File: src/rtl/pdm_sigma_delta_tx_pkg.sv
// pdm_pkg: shared constants, types and the integrator saturation helper for
// the PCM-to-PDM transmitter.
//   DEF_*      default widths / oversampling ratio of the transmitter
//   FS         PDM full scale for the default PCM width (2^(DATA_W-1))
//   SAT_MAX/MIN integrator clamp limits for the default integrator width
//   LOG2_OSR   interpolation shift for the default oversampling ratio
//   sat_acc()  clamps a wide signed value to +/-(2^(acc_w-1)-1)
package pdm_pkg;

    localparam int DEF_DATA_W = 16;
    localparam int DEF_OSR    = 64;
    localparam int DEF_ACC_W  = 24;

    localparam int     LOG2_OSR = $clog2(DEF_OSR);
    localparam longint FS       = longint'(1) <<< (DEF_DATA_W - 1);
    localparam longint SAT_MAX  = (longint'(1) <<< (DEF_ACC_W - 1)) - 1;
    localparam longint SAT_MIN  = -SAT_MAX;

    typedef logic signed [DEF_DATA_W-1:0] pcm_t;
    typedef logic signed [DEF_ACC_W-1:0]  acc_t;

    // Symmetric clamp so the integrators never wrap around.
    function automatic logic signed [63:0] sat_acc(input logic signed [63:0] v,
                                                   input int                 acc_w);
        logic signed [63:0] hi;
        logic signed [63:0] lo;
        hi = (64'sd1 <<< (acc_w - 1)) - 64'sd1;
        lo = -hi;
        if (v > hi)
            return hi;
        else if (v < lo)
            return lo;
        return v;
    endfunction

endpackage

File: src/rtl/pdm_sigma_delta_tx_sd2_core.sv
// pdm_sd2_core: second-order sigma-delta loop producing the 1-bit PDM stream.
// Ports:
//   clk, rst   clock / asynchronous active-high reset
//   tick       advance the loop by one PDM bit
//   x          interpolated signed input (DATA_W bits)
//   pdm_out    PDM bit, 1 = +FS, 0 = -FS
//   i1, i2     integrator states (exported for debug)
module pdm_sd2_core
    import pdm_pkg::*;
#(
    parameter int DATA_W = DEF_DATA_W,
    parameter int ACC_W  = DEF_ACC_W
) (
    input  logic                     clk,
    input  logic                     rst,
    input  logic                     tick,
    input  logic signed [DATA_W-1:0] x,
    output logic                     pdm_out,
    output logic signed [ACC_W-1:0]  i1,
    output logic signed [ACC_W-1:0]  i2
);

    localparam logic signed [63:0] FULL_SCALE = 64'sd1 <<< (DATA_W - 1);

    logic               y;
    logic signed [63:0] fb;
    logic signed [63:0] i1_nxt;
    logic signed [63:0] i2_nxt;

    // Quantiser decides from the second integrator before it updates; the
    // second integrator consumes the first integrator's old value.
    always_comb begin
        y      = ~i2[ACC_W-1];
        fb     = y ? FULL_SCALE : -FULL_SCALE;
        i1_nxt = sat_acc(64'(i1) + 64'(x) - fb, ACC_W);
        i2_nxt = sat_acc(64'(i2) + 64'(i1) - fb, ACC_W);
    end

    always_ff @(posedge clk or posedge rst) begin
        if (rst) begin
            i1      <= '0;
            i2      <= '0;
            pdm_out <= 1'b0;
        end else if (tick) begin
            i1      <= ACC_W'(i1_nxt);
            i2      <= ACC_W'(i2_nxt);
            pdm_out <= y;
        end
    end

endmodule

File: src/rtl/pdm_sigma_delta_tx.sv
// pdm_sigma_delta_tx: PCM-to-PDM transmitter. Buffers one signed PCM sample
// over valid/ready, linearly interpolates between consecutive samples across
// OSR PDM bits, and modulates with a 2nd-order sigma-delta loop.
// Ports:
//   clk, rst    clock / asynchronous active-high reset
//   pcm_data    signed PCM sample (DATA_W)
//   pcm_valid   pcm_data valid
//   pcm_ready   one-entry buffer empty; sample taken on valid && ready
//   pdm_en      1-clk strobe, high on the cycle pdm_out has just updated
//   pdm_out     PDM bit (1 = +FS, 0 = -FS)
//   underflow   1-clk pulse when a frame ends with no buffered sample
module pdm_sigma_delta_tx
    import pdm_pkg::*;
#(
    parameter int DATA_W  = DEF_DATA_W,
    parameter int OSR     = DEF_OSR,
    parameter int CLK_DIV = 1,
    parameter int ACC_W   = DEF_ACC_W
) (
    input  logic                     clk,
    input  logic                     rst,
    input  logic signed [DATA_W-1:0] pcm_data,
    input  logic                     pcm_valid,
    output logic                     pcm_ready,
    output logic                     pdm_en,
    output logic                     pdm_out,
    output logic                     underflow
);

    localparam int OSR_LOG2 = $clog2(OSR);
    localparam int DIV_W    = (CLK_DIV > 1) ? $clog2(CLK_DIV) : 1;
    // prev*OSR + (cur-prev)*phase always lies between prev*OSR and cur*OSR.
    localparam int XA_W     = DATA_W + OSR_LOG2;

    logic [DIV_W-1:0]         div;
    logic                     tick;
    logic [OSR_LOG2-1:0]      phase;
    logic                     wrap;
    logic                     accept;
    logic signed [DATA_W-1:0] prev;
    logic signed [DATA_W-1:0] cur;
    logic signed [DATA_W-1:0] next;
    logic                     next_full;
    logic signed [DATA_W:0]   delta;
    logic signed [XA_W-1:0]   x_acc;
    logic signed [DATA_W-1:0] x;
    // Integrator taps are kept on wires so they can be probed in simulation.
    logic signed [ACC_W-1:0]  i1_unused;
    logic signed [ACC_W-1:0]  i2_unused;

    assign tick      = (div == DIV_W'(CLK_DIV - 1));
    assign wrap      = tick && (phase == OSR_LOG2'(OSR - 1));
    assign pcm_ready = ~next_full;
    assign accept    = pcm_valid && ~next_full;
    assign delta     = {cur[DATA_W-1], cur} - {prev[DATA_W-1], prev};
    assign x         = DATA_W'(x_acc >>> OSR_LOG2);

    always_ff @(posedge clk or posedge rst) begin
        if (rst) begin
            div       <= '0;
            phase     <= '0;
            prev      <= '0;
            cur       <= '0;
            next      <= '0;
            next_full <= 1'b0;
            x_acc     <= '0;
            pdm_en    <= 1'b0;
            underflow <= 1'b0;
        end else begin
            pdm_en    <= tick;
            underflow <= 1'b0;
            div       <= tick ? '0 : div + 1'b1;

            // Accept and consume are exclusive: ready is low while full.
            if (accept) begin
                next      <= pcm_data;
                next_full <= 1'b1;
            end

            if (tick) begin
                if (wrap) begin
                    phase <= '0;
                    prev  <= cur;
                    // The outgoing cur becomes the new prev, so the
                    // interpolator restarts exactly at that value.
                    x_acc <= {cur, {OSR_LOG2{1'b0}}};
                    if (next_full) begin
                        cur       <= next;
                        next_full <= 1'b0;
                    end else begin
                        underflow <= 1'b1;
                    end
                end else begin
                    phase <= phase + 1'b1;
                    x_acc <= x_acc + XA_W'(delta);
                end
            end
        end
    end

    pdm_sd2_core #(
        .DATA_W (DATA_W),
        .ACC_W  (ACC_W)
    ) u_core (
        .clk     (clk),
        .rst     (rst),
        .tick    (tick),
        .x       (x),
        .pdm_out (pdm_out),
        .i1      (i1_unused),
        .i2      (i2_unused)
    );

endmodule
File: config.mk
export PLATFORM = sky130hd
export DESIGN_NAME = pdm_sigma_delta_tx
export DESIGN_NICKNAME = d
export VERILOG_FILES = /design/src/rtl/pdm_sigma_delta_tx_pkg.sv /design/src/rtl/pdm_sigma_delta_tx_sd2_core.sv /design/src/rtl/pdm_sigma_delta_tx.sv
export SDC_FILE = /design/constraint.sdc
export NUM_CORES = 1
export LEC_CHECK = 0
export BUFFER_PORTS_ARGS = -buffer_cell sky130_fd_sc_hd__buf_2
export CAP_MARGIN = 15
export CELL_PAD_IN_SITES_DETAIL_PLACEMENT = 0
export CELL_PAD_IN_SITES_GLOBAL_PLACEMENT = 1
export CORE_MARGIN = 2
export CORE_UTILIZATION = 54
export CTS_BUF_LIST = sky130_fd_sc_hd__clkbuf_16
export DETAILED_ROUTE_END_ITERATION = 6
export GPL_TIMING_DRIVEN = 0
export PLACE_DENSITY = 0.95
export SKIP_LAST_GASP = 1
export SLEW_MARGIN = 20
export SYNTH_ARGS = -nofsm -noshare
export SYNTH_HDL_FRONTEND = slang
export SYNTH_SLANG_ARGS = --single-unit
export TNS_END_PERCENT = 5
File: constraint.sdc
create_clock -name clk -period 15.5 [get_ports clk]
set_input_delay 3.1 -clock clk [delete_from_list [all_inputs] [get_ports clk]]
set_output_delay 3.1 -clock clk [all_outputs]
set_load 0.01 [all_outputs]
==> metrics.json, run 1 <==
{
  "die-area": {"value": 0.0210, "unit": "mm²"},
  "clock_insertion_delay_at_the_later_pin_of_the_skew_report": {"value": 0.42, "unit": "ns"},
  "gp_congestion": {"value": 0.872},
  "clock-root-buffer": {"value": "sky130_fd_sc_hd__clkbuf_16"},
  "finalCritPeriodShare": {"value": 40.3, "unit": "%"},
  "via_per_instance_ratio": {"value": 5.50},
  "area_growth_syn_to_layout": {"value": 9.78, "unit": "%"},
  "cts_tree": {"value": "done"},
  "grt-ovfl-total": {"value": 0},
  "grt_pass1_vias": {"value": 8458},
  "crit_end_category": {"value": "flip-flop"},
  "async_reset_ff_share": {"value": 100, "unit": "%"},
  "cp_data_arrival_time": {"value": 6.57, "unit": "ns"},
  "die-height": {"value": 145, "unit": "µm"},
  "wl_per_cell": {"value": 15.2, "unit": "µm"},
  "r2r_setup_slack": {"value": 9.25, "unit": "ns"},
  "run_status": {"value": "completed"},
  "syn_nets": {"value": 1389},
  "yosysUniqueCellTypes": {"value": 75},
  "synth_top_family_by_area": {"value": "adder cells"},
  "cp-start-kind": {"value": "flip-flop"},
  "yosysMostFrequentCell": {"value": "sky130_fd_sc_hd__inv_1"},
  "mappedNetlistArea": {"value": 0.0107, "unit": "mm²"},
  "number_of_core_rows": {"value": 51},
  "htree_num_levels": {"value": 4},
  "vdd_ir_max": {"value": 107, "unit": "µV"},
  "cts_setup_buffers": {"value": 0},
  "cts_buffer_depth": {"value": 2},
  "start_util": {"value": 55.0, "unit": "%"},
  "r2r_worst_path_depth": {"value": 20},
  "drc": {"value": 0},
  "r2r-start": {"value": "u_core.i2[23]"},
  "number_of_buffers_created_by_cts": {"value": 17},
  "fin_worst_skew": {"value": 0.0136, "unit": "ns"},
  "detail_route.wirelength": {"value": 23400, "unit": "µm"},
  "rsz0062_at_grt": {"value": "no"},
  "fmax": {"value": 160, "unit": "MHz"},
  "report.final.hold_viol_count": {"value": 0},
  "finalNetCount": {"value": 1431},
  "compound_gate_fraction_of_synth_area": {"value": 18.1, "unit": "%"},
  "dp.final_hpwl": {"value": 18400, "unit": "µm"},
  "number_of_port_buffers": {"value": 22},
  "synth_top_cell_area_share": {"value": 29.9, "unit": "%"},
  "clk_pin_slew": {"value": 0.06, "unit": "ns"},
  "powerDensity": {"value": 63.7, "unit": "mW/mm²"},
  "max_slew.worst_pin.slew": {"value": 0.970, "unit": "ns"},
  "pin_count_of_the_biggest_net_entering_global_routing": {"value": 66},
  "final.min_clock_period": {"value": 6.25, "unit": "ns"},
  "synthDominantAreaCellType": {"value": "sky130_fd_sc_hd__dfrtp_1"},
  "timing.setup.critical_path_class": {"value": "reg2reg"},
  "synthCells": {"value": 1222},
  "top_level_ports": {"value": 23},
  "worstHoldPathCells": {"value": 2},
  "timing.max_cap.violations": {"value": 0},
  "totalPowerFinal": {"value": 749, "unit": "µW"},
  "die_width": {"value": 145, "unit": "µm"},
  "total_number_of_vias": {"value": 8485},
  "track_usage": {"value": 24.2, "unit": "%"},
  "final_layout_size_suffix_gt1_share": {"value": 9.08, "unit": "%"},
  "timing.rr.end": {"value": "u_core.i1[9]"},
  "leakage": {"value": 5.99, "unit": "nW"},
  "drt_iter0_drc": {"value": 444},
  "synth_top_cells_by_count": {"value": "sky130_fd_sc_hd__inv_1 (236), sky130_fd_sc_hd__dfrtp_1 (128), sky130_fd_sc_hd__ha_1 (103), sky130_fd_sc_hd__nand2_1 (94)"},
  "worst-endpoint-required": {"value": 15.82, "unit": "ns"},
  "yosys.area_share.xor_xnor": {"value": 4.01, "unit": "%"},
  "post_synth_mux_area_share": {"value": 3.75, "unit": "%"},
  "syn-mean-instance-area": {"value": 8.76, "unit": "µm²"},
  "antenna_violating_nets_post_route": {"value": 0},
  "synthesis.yosys.warnings": {"value": 0},
  "worst_hold_class": {"value": "reg2reg"},
  "grt_first_pass_wirelength": {"value": 40100, "unit": "µm"},
  "clock_sinks": {"value": 128},
  "timing.final.max_slew_violations": {"value": 0},
  "synth_top_flop_cell": {"value": "sky130_fd_sc_hd__dfrtp_1"},
  "endpoints_failing_setup": {"value": 0},
  "synth_edf_count": {"value": 0},
  "yosys.area_share.simple": {"value": 14.3, "unit": "%"},
  "post_synth_main_area_contributors": {"value": "sky130_fd_sc_hd__dfrtp_1 (30%), sky130_fd_sc_hd__ha_1 (12%), sky130_fd_sc_hd__fa_1 (8.4%), sky130_fd_sc_hd__inv_1 (8.3%), sky130_fd_sc_hd__mux2_2 (3.5%)"},
  "tritonroute_pass_1_iters": {"value": 5},
  "post_cts_resize_count": {"value": 0},
  "core_region_area": {"value": 0.0195, "unit": "mm²"},
  "antenna_cells": {"value": 0},
  "cts_hold_buf": {"value": 0},
  "hold_path_end": {"value": "prev[0]"},
  "ys_seq_area_share": {"value": 29.9, "unit": "%"},
  "min_from": {"value": "prev[0]"},
  "slew-limit-headroom": {"value": 34.8, "unit": "%"},
  "worst-path-max-fanout": {"value": 14},
  "synthAdderAreaFrac": {"value": 20.5, "unit": "%"},
  "total_negative_setup_slacks": {"value": 0, "unit": "ns"},
  "yosys_register_bits": {"value": 128},
  "grt_antenna_before_repair": {"value": 0}
}
## worst max path at each step
| stage | to | from | cells past startpoint |
|---|---|---|---|
| detailed placement | u_core.i1[9] | u_core.i2[23] | 20 |
| finish | u_core.i1[9] | u_core.i2[23] | 20 |
| global placement | u_core.i2[19] | rst | 2 |
| global route | u_core.i1[15] | u_core.i2[23] | 20 |
| CTS | u_core.i1[9] | u_core.i2[23] | 20 |
| floorplan | cur[0] | rst | 1 |
## state kept, by name, summed over array words and instances (netlist names)
register,count
phase,6
u_core.i1,24
underflow,1
prev,16
next_full,1
next,16
u_core.i2,24
x_acc,22
cur,16
u_core.pdm_out,1
pdm_en,1
## kinds of logic (layout without fill, tap and decap cells)
group	count (synthesis)	after routing
simple gates	304	304
mux	36	36
fa+ha+maj	148	148
flops	128	128
xor+xnor	49	49
compound gates	290	290
other cells	1	1
buf+inv	266	321
## metrics by stage
step | hold slack [ns] | cells | setup slack [ns] | cell area (µm²) | utilization (%)
global placement | 0.474 | 1509 | 7.60 | 11100 | 57.3
global route | 0.522 | 1542 | 8.69 | 11800 | 60.4
finish | 0.487 | 1542 | 9.25 | 11800 | 60.4
floorplan | 0.452 | 1222 | 8.99 | 10700 | -
detailed placement | 0.475 | 1510 | 9.31 | 11200 | 57.4
CTS | 0.490 | 1542 | 9.28 | 11800 | 60.4
## per-layer routing
| metal | vias to the layer above | global-route usage, % | part of all wire [%] |
|---|---|---|---|
| li1 | 4222 | - | - |
| met1 | 4048 | 31.2 | 46 |
| met2 | 174 | 41.5 | 48 |
| met3 | 41 | 3.62 | 2.9 |
| met4 | 0 | 8.84 | 3.1 |
| met5 | - | 0 | 0 |
## layout make-up
class                           count  area [µm²]
Clock inverter                     15         148
Timing Repair Buffer               23         138
Tap cell                          265         332
Fill cell                        1719        7710
Sequential cell                   128        3200
Clock buffer                       17         425
Multi-Input combinational cell    828        6500
Buffer                             30         116
Inverter                          236         891
## cells in the final DEF, fill, tap and decap left out, types with 12 or more instances in the layout
cell	instances
sky130_fd_sc_hd__inv_1	235
sky130_fd_sc_hd__dfrtp_1	128
sky130_fd_sc_hd__ha_1	103
sky130_fd_sc_hd__nand2_1	94
sky130_fd_sc_hd__a21oi_1	67
sky130_fd_sc_hd__o21ai_0	67
sky130_fd_sc_hd__nor2_1	53
sky130_fd_sc_hd__fa_1	45
sky130_fd_sc_hd__mux2_2	33
sky130_fd_sc_hd__a21o_1	30
sky130_fd_sc_hd__nand3_1	28
sky130_fd_sc_hd__buf_2	25
sky130_fd_sc_hd__xor2_1	25
sky130_fd_sc_hd__clkbuf_1	24
sky130_fd_sc_hd__xnor2_1	24
sky130_fd_sc_hd__o211ai_1	21
sky130_fd_sc_hd__nor3_1	17
sky130_fd_sc_hd__clkbuf_16	17
sky130_fd_sc_hd__and2_1	16
sky130_fd_sc_hd__nand2b_1	16
sky130_fd_sc_hd__or3_1	15
sky130_fd_sc_hd__and3_1	14
sky130_fd_sc_hd__o21a_1	14
sky130_fd_sc_hd__or2_2	12
## power breakdown
group	total, mW	switching [mW]	internal [mW]
Sequential	0.342	0.00265	0.340
Clock	0.392	0.167	0.225
Combinational	0.0147	0.00830	0.00638
## worst max-delay path, cell delays in order, from the launching register on
cell and delay (ns):
sky130_fd_sc_hd__dfrtp_1 0.90, sky130_fd_sc_hd__inv_1 0.26, sky130_fd_sc_hd__fa_1 0.56, sky130_fd_sc_hd__ha_1 0.38, sky130_fd_sc_hd__and3_1 0.23, sky130_fd_sc_hd__o21a_1 0.17
sky130_fd_sc_hd__o31a_1 0.25, sky130_fd_sc_hd__o211a_1 0.16, sky130_fd_sc_hd__o2111ai_1 0.31, sky130_fd_sc_hd__nand2_1 0.07, sky130_fd_sc_hd__or2_2 0.32, sky130_fd_sc_hd__a21oi_1 0.19
sky130_fd_sc_hd__fa_1 0.45, sky130_fd_sc_hd__nor4_1 0.30, sky130_fd_sc_hd__nand4_1 0.13, sky130_fd_sc_hd__nor3_1 0.35, sky130_fd_sc_hd__nand2_1 0.10, sky130_fd_sc_hd__mux2i_1 0.40
sky130_fd_sc_hd__nand2_1 0.15, sky130_fd_sc_hd__clkbuf_1 0.25, sky130_fd_sc_hd__o211ai_1 0.24
No activity file was read; power rests on OpenSTA's default activity.
==> run 2: changes to the inputs <==
CORE_UTILIZATION = 45   (was 54)
PLACE_DENSITY = 0.89   (was 0.95)
clock period = 5.7 ns   (was 15.5 ns; I/O delays follow)
==> run 2 against run 1 <==
Against the previous run:
- critical path depth fell by 2
- power rose to 2.9 times the previous value
- worst hold slack improved by 0.0088 ns
- sequential power rose to 2.7 times the previous value
- critical endpoint is now u_core.i1[8]
- largest cell class unchanged
- largest power group unchanged
==> metrics.json, run 2 (synthesis gave the netlist of run 1 again) <==
{
  "track_usage": {"value": 20.6, "unit": "%"},
  "largestRegisters": {"value": "u_core.i1 (24), u_core.i2 (24), x_acc (22)"},
  "final_layout_size_suffix_gt1_share": {"value": 10.5, "unit": "%"},
  "critical_path.most_common_cell": {"value": "sky130_fd_sc_hd__a21o_1"},
  "area_growth_syn_to_layout": {"value": 11.8, "unit": "%"},
  "core_region_area": {"value": 0.0234, "unit": "mm²"},
  "cts_buffer_depth": {"value": 2},
  "max_slew.worst_pin.slew": {"value": 0.860, "unit": "ns"},
  "sequential_cell_area": {"value": 0.00321, "unit": "mm²"},
  "fin_worst_skew": {"value": 0.00972, "unit": "ns"},
  "r2r-start": {"value": "u_core.i2[23]"},
  "totalPowerFinal": {"value": 2.14, "unit": "mW"},
  "grt-ovfl-total": {"value": 0},
  "cp_data_arrival_time": {"value": 5.70, "unit": "ns"},
  "clock_sinks": {"value": 128},
  "r2r_worst_path_depth": {"value": 18},
  "cp-start-kind": {"value": "flip-flop"},
  "grt_antenna_before_repair": {"value": 0},
  "fmax": {"value": 184, "unit": "MHz"},
  "preCtsSetupSlack": {"value": -0.684, "unit": "ns"},
  "wl_per_cell": {"value": 15.1, "unit": "µm"},
  "number_of_buffers_created_by_cts": {"value": 17},
  "final.min_clock_period": {"value": 5.42, "unit": "ns"},
  "gp_congestion": {"value": 0.847},
  "clock_insertion_delay_at_the_later_pin_of_the_skew_report": {"value": 0.43, "unit": "ns"},
  "die_width": {"value": 158, "unit": "µm"},
  "power.sequential.fraction": {"value": 43.4, "unit": "%"},
  "p_int": {"value": 1.65, "unit": "mW"},
  "drc": {"value": 0},
  "detail_route.wirelength": {"value": 24100, "unit": "µm"},
  "antenna_violating_nets_post_route": {"value": 0},
  "nFillCells": {"value": 2209},
  "rsz0062_at_grt": {"value": "yes"},
  "worst-path-max-fanout": {"value": 10},
  "crit_end_category": {"value": "flip-flop"},
  "number_of_port_buffers": {"value": 22},
  "fin_worst_hold_slack": {"value": 0.495, "unit": "ns"},
  "htree_num_levels": {"value": 4},
  "mostFrequentLayoutCell": {"value": "sky130_fd_sc_hd__inv_1"},
  "power_frac_clock": {"value": 54.7, "unit": "%"},
  "die-height": {"value": 158, "unit": "µm"},
  "clk_pin_slew": {"value": 0.06, "unit": "ns"},
  "dp.final_hpwl": {"value": 18700, "unit": "µm"},
  "clock-root-buffer": {"value": "sky130_fd_sc_hd__clkbuf_16"},
  "endpoints_failing_setup": {"value": 0},
  "cp_top_family": {"value": "compound AO/OA/AOI/OAI gates"},
  "timing.final.ws_setup": {"value": 0.276, "unit": "ns"},
  "vdd_ir_max": {"value": 270, "unit": "µV"},
  "drt_iter0_drc": {"value": 372},
  "finalCritPeriodShare": {"value": 95.2, "unit": "%"},
  "worst_hold_class": {"value": "reg2reg"},
  "pin_count_of_the_biggest_net_entering_global_routing": {"value": 66},
  "worstHoldPathCells": {"value": 2},
  "timing.max_cap.violations": {"value": 0},
  "report.final.hold_viol_count": {"value": 0},
  "cts_tree": {"value": "done"},
  "number_of_core_rows": {"value": 56},
  "grt_first_pass_wirelength": {"value": 40900, "unit": "µm"},
  "finalNetCount": {"value": 1434},
  "grt_pass1_vias": {"value": 8314},
  "levels_on_crit_path": {"value": 18},
  "via_per_instance_ratio": {"value": 5.34},
  "critical_path.cell_chain": {"value": "buf_4 -> fa_1 -> inv_1 -> ha_1 -> a21o_1 -> a21o_1 -> a21o_1 -> or3_1 -> o22ai_2 -> o21bai_1 -> a21o_1 -> fa_1 -> nor4b_1 -> and3_1 -> nand4_1 -> nand2_1 -> clkbuf_1 -> o211ai_1"},
  "timing.setup.critical_path_class": {"value": "reg2reg"},
  "cp-startpoint": {"value": "u_core.i2[23]"},
  "leakage": {"value": 6.06, "unit": "nW"},
  "start_util": {"value": 45.7, "unit": "%"},
  "power_frac_comb": {"value": 1.9, "unit": "%"},
  "net-switching-power": {"value": 497, "unit": "µW"},
  "multi_input_comb_area": {"value": 0.00656, "unit": "mm²"},
  "antenna_cells": {"value": 0},
  "total_number_of_vias": {"value": 8531},
  "worst-endpoint-required": {"value": 5.97, "unit": "ns"},
  "run_status": {"value": "completed"},
  "final_cell_mix": {"value": "sky130_fd_sc_hd__inv_1 (234), sky130_fd_sc_hd__dfrtp_1 (126), sky130_fd_sc_hd__ha_1 (103)"},
  "cpMaxStageDelayCell": {"value": "sky130_fd_sc_hd__fa_1"},
  "tritonroute_pass_1_iters": {"value": 5},
  "top_level_ports": {"value": 23},
  "slew-limit-headroom": {"value": 42.2, "unit": "%"},
  "timing.critical_path.slowest_cell_delay": {"value": 0.50, "unit": "ns"},
  "switching_share": {"value": 23.2, "unit": "%"},
  "critical_path_buf_inv_count": {"value": 3},
  "timing.final.max_slew_violations": {"value": 0},
  "powerDensity": {"value": 179, "unit": "mW/mm²"},
  "die-area": {"value": 0.0250, "unit": "mm²"},
  "min_from": {"value": "prev[0]"}
}
-- run 2: changes by cell type in the layout (fill, tap and decap cells not counted), sizes merged --
cell	delta
clkinv	-4
buf	+3
clkinvlp	+1
bufinv	+2
inv	+1
-- run 2: final cells by class --
type                    count  area share, %
repair buffers             26           1.34
well taps                 319           3.34
multi-input cells         828           54.8
clock inverters            15           1.67
clock buffers              17           3.55
plain buffers              30          0.993
flip-flops and latches    128           26.8
inverters                 236           7.46
-- run 2: final timing paths --
path,end,slack [ns]
max reg2reg,u_core.i1[8],0.28
max in group asynchronous,u_core.i2[23],4.29
min,prev[0],0.50
min in group asynchronous,x_acc[18],0.74
max,u_core.i1[8],0.28
min reg2reg,prev[0],0.50
-- run 2: routing by layer --
metal | share of wire [%] | track usage (%)
met5 | 0 | 0
met2 | 48 | 35.0
met3 | 3.5 | 2.57
met1 | 47 | 27.6
met4 | 1.7 | 6.13
-- run 2: power by group through the flow --
stage	Clock (mW)	Sequential, mW	Combinational, mW
after global routing	1.24	0.933	0.0476
after global placement	0	0.947	0.0372
after detailed placement	0	0.948	0.0423
after CTS	1.19	0.932	0.0425
final	1.17	0.931	0.0403
after floorplan	0	0.945	0.0262
-- run 2: what timing repair did --
action / CTS / global route
setup endpoints to repair: 23 / 32
cloned: 0 / 0
hold buffers: 0 / 0
resized for setup: 5 / 17
buffers inserted: 3 / 0
pin swaps: 0 / 1
-- run 2: worst reg2reg max path: cells and delay by family, from the launching register on --
| kind | cells | cell delay, ns |
|---|---|---|
| flip-flops | 1 | 0.49 |
| AO/OA/AOI/OAI | 7 | 1.47 |
| adder cells (fa/ha/maj) | 3 | 1.32 |
| buffers and inverters | 3 | 0.58 |
| AND/OR/NAND/NOR | 5 | 1.39 |
-- run 2: metrics by stage --
| stage | cell area (µm²) | cells | utilization [%] | TNS (ns) |
|---|---|---|---|---|
| global route | 12000 | 1599 | 51.1 | -0.0556 |
| detailed placement | 11200 | 1564 | 48.1 | -12.22 |
| global placement | 11200 | 1563 | 47.9 | -41.45 |
| floorplan | 10700 | 1222 | - | 0 |
| CTS | 11900 | 1599 | 50.9 | 0 |
| finish | 12000 | 1599 | 51.1 | 0 |
==> run 3: changes to the inputs <==
BUFFER_PORTS_ARGS = default   (was -buffer_cell sky130_fd_sc_hd__buf_2)
CORE_UTILIZATION = 46   (was 45)
DONT_BUFFER_PORTS = 1   (was default)
==> run 3 against run 2 <==
Against the previous run:
- clock power is essentially flat
- core utilization grew 0.87 points
- via count shrank 0.81%
- clock skew about the same
- critical path type unchanged
- worst hold slack worse by 0.0063 ns
- count of clock-buffer cells in the layout did not move
- sequential share of layout area up 0.36 points
- sequential power is essentially flat
- critical path depth grew 2
==> metrics.json, run 3 (synthesis gave the netlist of run 1 again) <==
{
  "antenna_violating_nets_post_route": {"value": 0},
  "drt_iter0_drc": {"value": 415},
  "rsz0062_at_grt": {"value": "yes"},
  "endpoints_failing_setup": {"value": 0},
  "leakage": {"value": 5.95, "unit": "nW"},
  "die-height": {"value": 157, "unit": "µm"},
  "dp.final_hpwl": {"value": 18900, "unit": "µm"},
  "grt_antenna_before_repair": {"value": 0},
  "detail_route.wirelength": {"value": 24100, "unit": "µm"},
  "gp_congestion": {"value": 0.858},
  "levels_on_crit_path": {"value": 20},
  "tritonroute_pass_1_iters": {"value": 5},
  "critical_path_buf_inv_count": {"value": 2},
  "cp_top_family": {"value": "simple AND/OR/NAND/NOR gates"},
  "cts_buffer_depth": {"value": 2},
  "wl_per_cell": {"value": 15.6, "unit": "µm"},
  "worst_hold_class": {"value": "reg2reg"},
  "final_util": {"value": 52.0, "unit": "%"},
  "finalNetCount": {"value": 1414},
  "clock_insertion_delay_at_the_later_pin_of_the_skew_report": {"value": 0.42, "unit": "ns"},
  "grt_first_pass_wirelength": {"value": 41300, "unit": "µm"},
  "r2r-start": {"value": "u_core.i2[23]"},
  "largestRegisters": {"value": "u_core.i1 (24), u_core.i2 (24), x_acc (22)"},
  "via_per_instance_ratio": {"value": 5.48},
  "cpMaxStageDelayCell": {"value": "sky130_fd_sc_hd__fa_1"},
  "max_slew.worst_pin.slew": {"value": 0.894, "unit": "ns"},
  "run_status": {"value": "completed"},
  "timing.setup.critical_path_class": {"value": "reg2reg"},
  "cp_data_arrival_time": {"value": 5.87, "unit": "ns"},
  "drc": {"value": 0},
  "number_of_core_rows": {"value": 55},
  "final_cell_mix": {"value": "sky130_fd_sc_hd__inv_1 (233), sky130_fd_sc_hd__dfrtp_1 (126), sky130_fd_sc_hd__ha_1 (103)"},
  "final_layout_size_suffix_gt1_share": {"value": 8.65, "unit": "%"},
  "clock-root-buffer": {"value": "sky130_fd_sc_hd__clkbuf_16"},
  "clk_pin_slew": {"value": 0.07, "unit": "ns"},
  "worst-path-max-fanout": {"value": 10},
  "fin_worst_skew": {"value": 0.00959, "unit": "ns"},
  "clock_sinks": {"value": 128},
  "pin_count_of_the_biggest_net_entering_global_routing": {"value": 75},
  "dp.cells": {"value": 1508},
  "die-area": {"value": 0.0245, "unit": "mm²"},
  "slew-limit-headroom": {"value": 39.9, "unit": "%"},
  "htree_num_levels": {"value": 4},
  "timing.final.max_slew_violations": {"value": 0},
  "finalNonFillerCells": {"value": 1545},
  "mostFrequentLayoutCell": {"value": "sky130_fd_sc_hd__inv_1"},
  "setup.worst_path.end": {"value": "u_core.i1[3]"},
  "r2r_worst_path_depth": {"value": 20},
  "final.min_clock_period": {"value": 5.54, "unit": "ns"},
  "critical_path.cell_chain": {"value": "inv_1 -> fa_1 -> ha_1 -> and3_1 -> o21a_1 -> o31a_1 -> o211a_1 -> o2111ai_2 -> nand2_1 -> or2_2 -> a21oi_1 -> fa_1 -> nor4_1 -> nand4_1 -> nor3_2 -> nand2_1 -> mux2i_4 -> nand2_1 -> clkbuf_1 -> o211ai_1"},
  "top_level_ports": {"value": 23},
  "cts_hold_buf": {"value": 0},
  "report.final.hold_viol_count": {"value": 0},
  "number_of_port_buffers": {"value": 0},
  "die_width": {"value": 157, "unit": "µm"},
  "timing.rr.end": {"value": "u_core.i1[3]"},
  "powerDensity": {"value": 180, "unit": "mW/mm²"},
  "timing.max_cap.violations": {"value": 0},
  "critical_path.most_common_cell": {"value": "sky130_fd_sc_hd__nand2_1"},
  "finalCritPeriodShare": {"value": 97.2, "unit": "%"},
  "start_util": {"value": 47.1, "unit": "%"},
  "vdd_ir_max": {"value": 236, "unit": "µV"},
  "timing.critical_path.slowest_cell_delay": {"value": 0.50, "unit": "ns"},
  "area_growth_syn_to_layout": {"value": 10.3, "unit": "%"},
  "number_of_buffers_created_by_cts": {"value": 17},
  "cp-start-kind": {"value": "flip-flop"},
  "crit_end_category": {"value": "flip-flop"},
  "grt_pass1_vias": {"value": 8427},
  "cp-startpoint": {"value": "u_core.i2[23]"},
  "core_region_area": {"value": 0.0227, "unit": "mm²"},
  "cts_tree": {"value": "done"},
  "track_usage": {"value": 21.1, "unit": "%"},
  "total_number_of_vias": {"value": 8462},
  "antenna_cells": {"value": 0},
  "grt-ovfl-total": {"value": 0},
  "r2r_setup_slack": {"value": 0.16, "unit": "ns"},
  "worst-endpoint-required": {"value": 6.03, "unit": "ns"},
  "fmax": {"value": 180, "unit": "MHz"}
}
-- run 3: cell count changes in the layout (fill, tap and decap cells not counted), moves of 2 or more --
cell / delta
sky130_fd_sc_hd__buf_4: +2
sky130_fd_sc_hd__o21ai_1: -2
sky130_fd_sc_hd__clkbuf_1: +2
sky130_fd_sc_hd__buf_2: -22
sky130_fd_sc_hd__o21ai_0: +2
sky130_fd_sc_hd__clkbuf_2: -2
-- run 3: area by class of cell --
type / count / area (µm²)
Fill cell: 2102 / 10900
Multi-Input combinational cell: 828 / 6540
Sequential cell: 128 / 3210
Inverter: 236 / 897
Clock buffer: 17 / 425
Tap cell: 285 / 357
Clock inverter: 15 / 200
Buffer: 30 / 116
Timing Repair Buffer: 6 / 65.1
-- run 3: through the flow --
step	cell area (µm²)	TNS [ns]	setup WS (ns)	hold slack, ns	power, mW
detailed placement	11100	-13.03	-0.700	0.481	0.984
global placement	11100	-45.68	-0.569	0.477	0.979
finish	11800	0	0.158	0.489	2.12
global route	11800	-0.984	-0.105	0.528	2.19
CTS	11700	0	0.0233	0.496	2.14
floorplan	10700	0	0.524	0.452	0.972
-- run 3: per-layer routing --
layer / vias to the layer above / track usage [%] / routed length (µm)
met5: - / 0 / 0
met4: 0 / 5.50 / 347
met3: 26 / 2.99 / 641
met2: 142 / 35.3 / 11500
met1: 4097 / 29.0 / 11600
li1: 4197 / - / -
-- run 3: what timing repair did --
item,in CTS,in global routing
endpoints found under the setup margin,23,32
hold endpoints to repair,0,0
setup buffers,2,3
resized for setup,4,8
-- run 3: worst min-delay path, stage by stage (launching register included) --
cell and delay [ns]:
sky130_fd_sc_hd__dfrtp_1 0.35, sky130_fd_sc_hd__nand2_1 0.05, sky130_fd_sc_hd__nand2_1 0.05
-- run 3: report_power, final --
| part | internal [mW] | total [mW] | switching [mW] |
|---|---|---|---|
| sequential | 0.924 | 0.932 | 0.00831 |
| combinational | 0.0130 | 0.0338 | 0.0208 |
| clock | 0.704 | 1.16 | 0.455 |
| total | 1.64 | 2.12 | 0.484 |
-- run 3: how the worst min path moves through the flow --
stage / startpoint / to / slack, ns / depth (start not counted)
2_1_floorplan: prev[0] / prev[0] / 0.45 / 2
3_3_place_gp: prev[0] / prev[0] / 0.48 / 2
3_5_place_dp: prev[0] / prev[0] / 0.48 / 2
4_1_cts: phase[4] / phase[4] / 0.50 / 1
5_1_grt: next[12] / next[12] / 0.53 / 1
6_report: prev[0] / prev[0] / 0.49 / 2
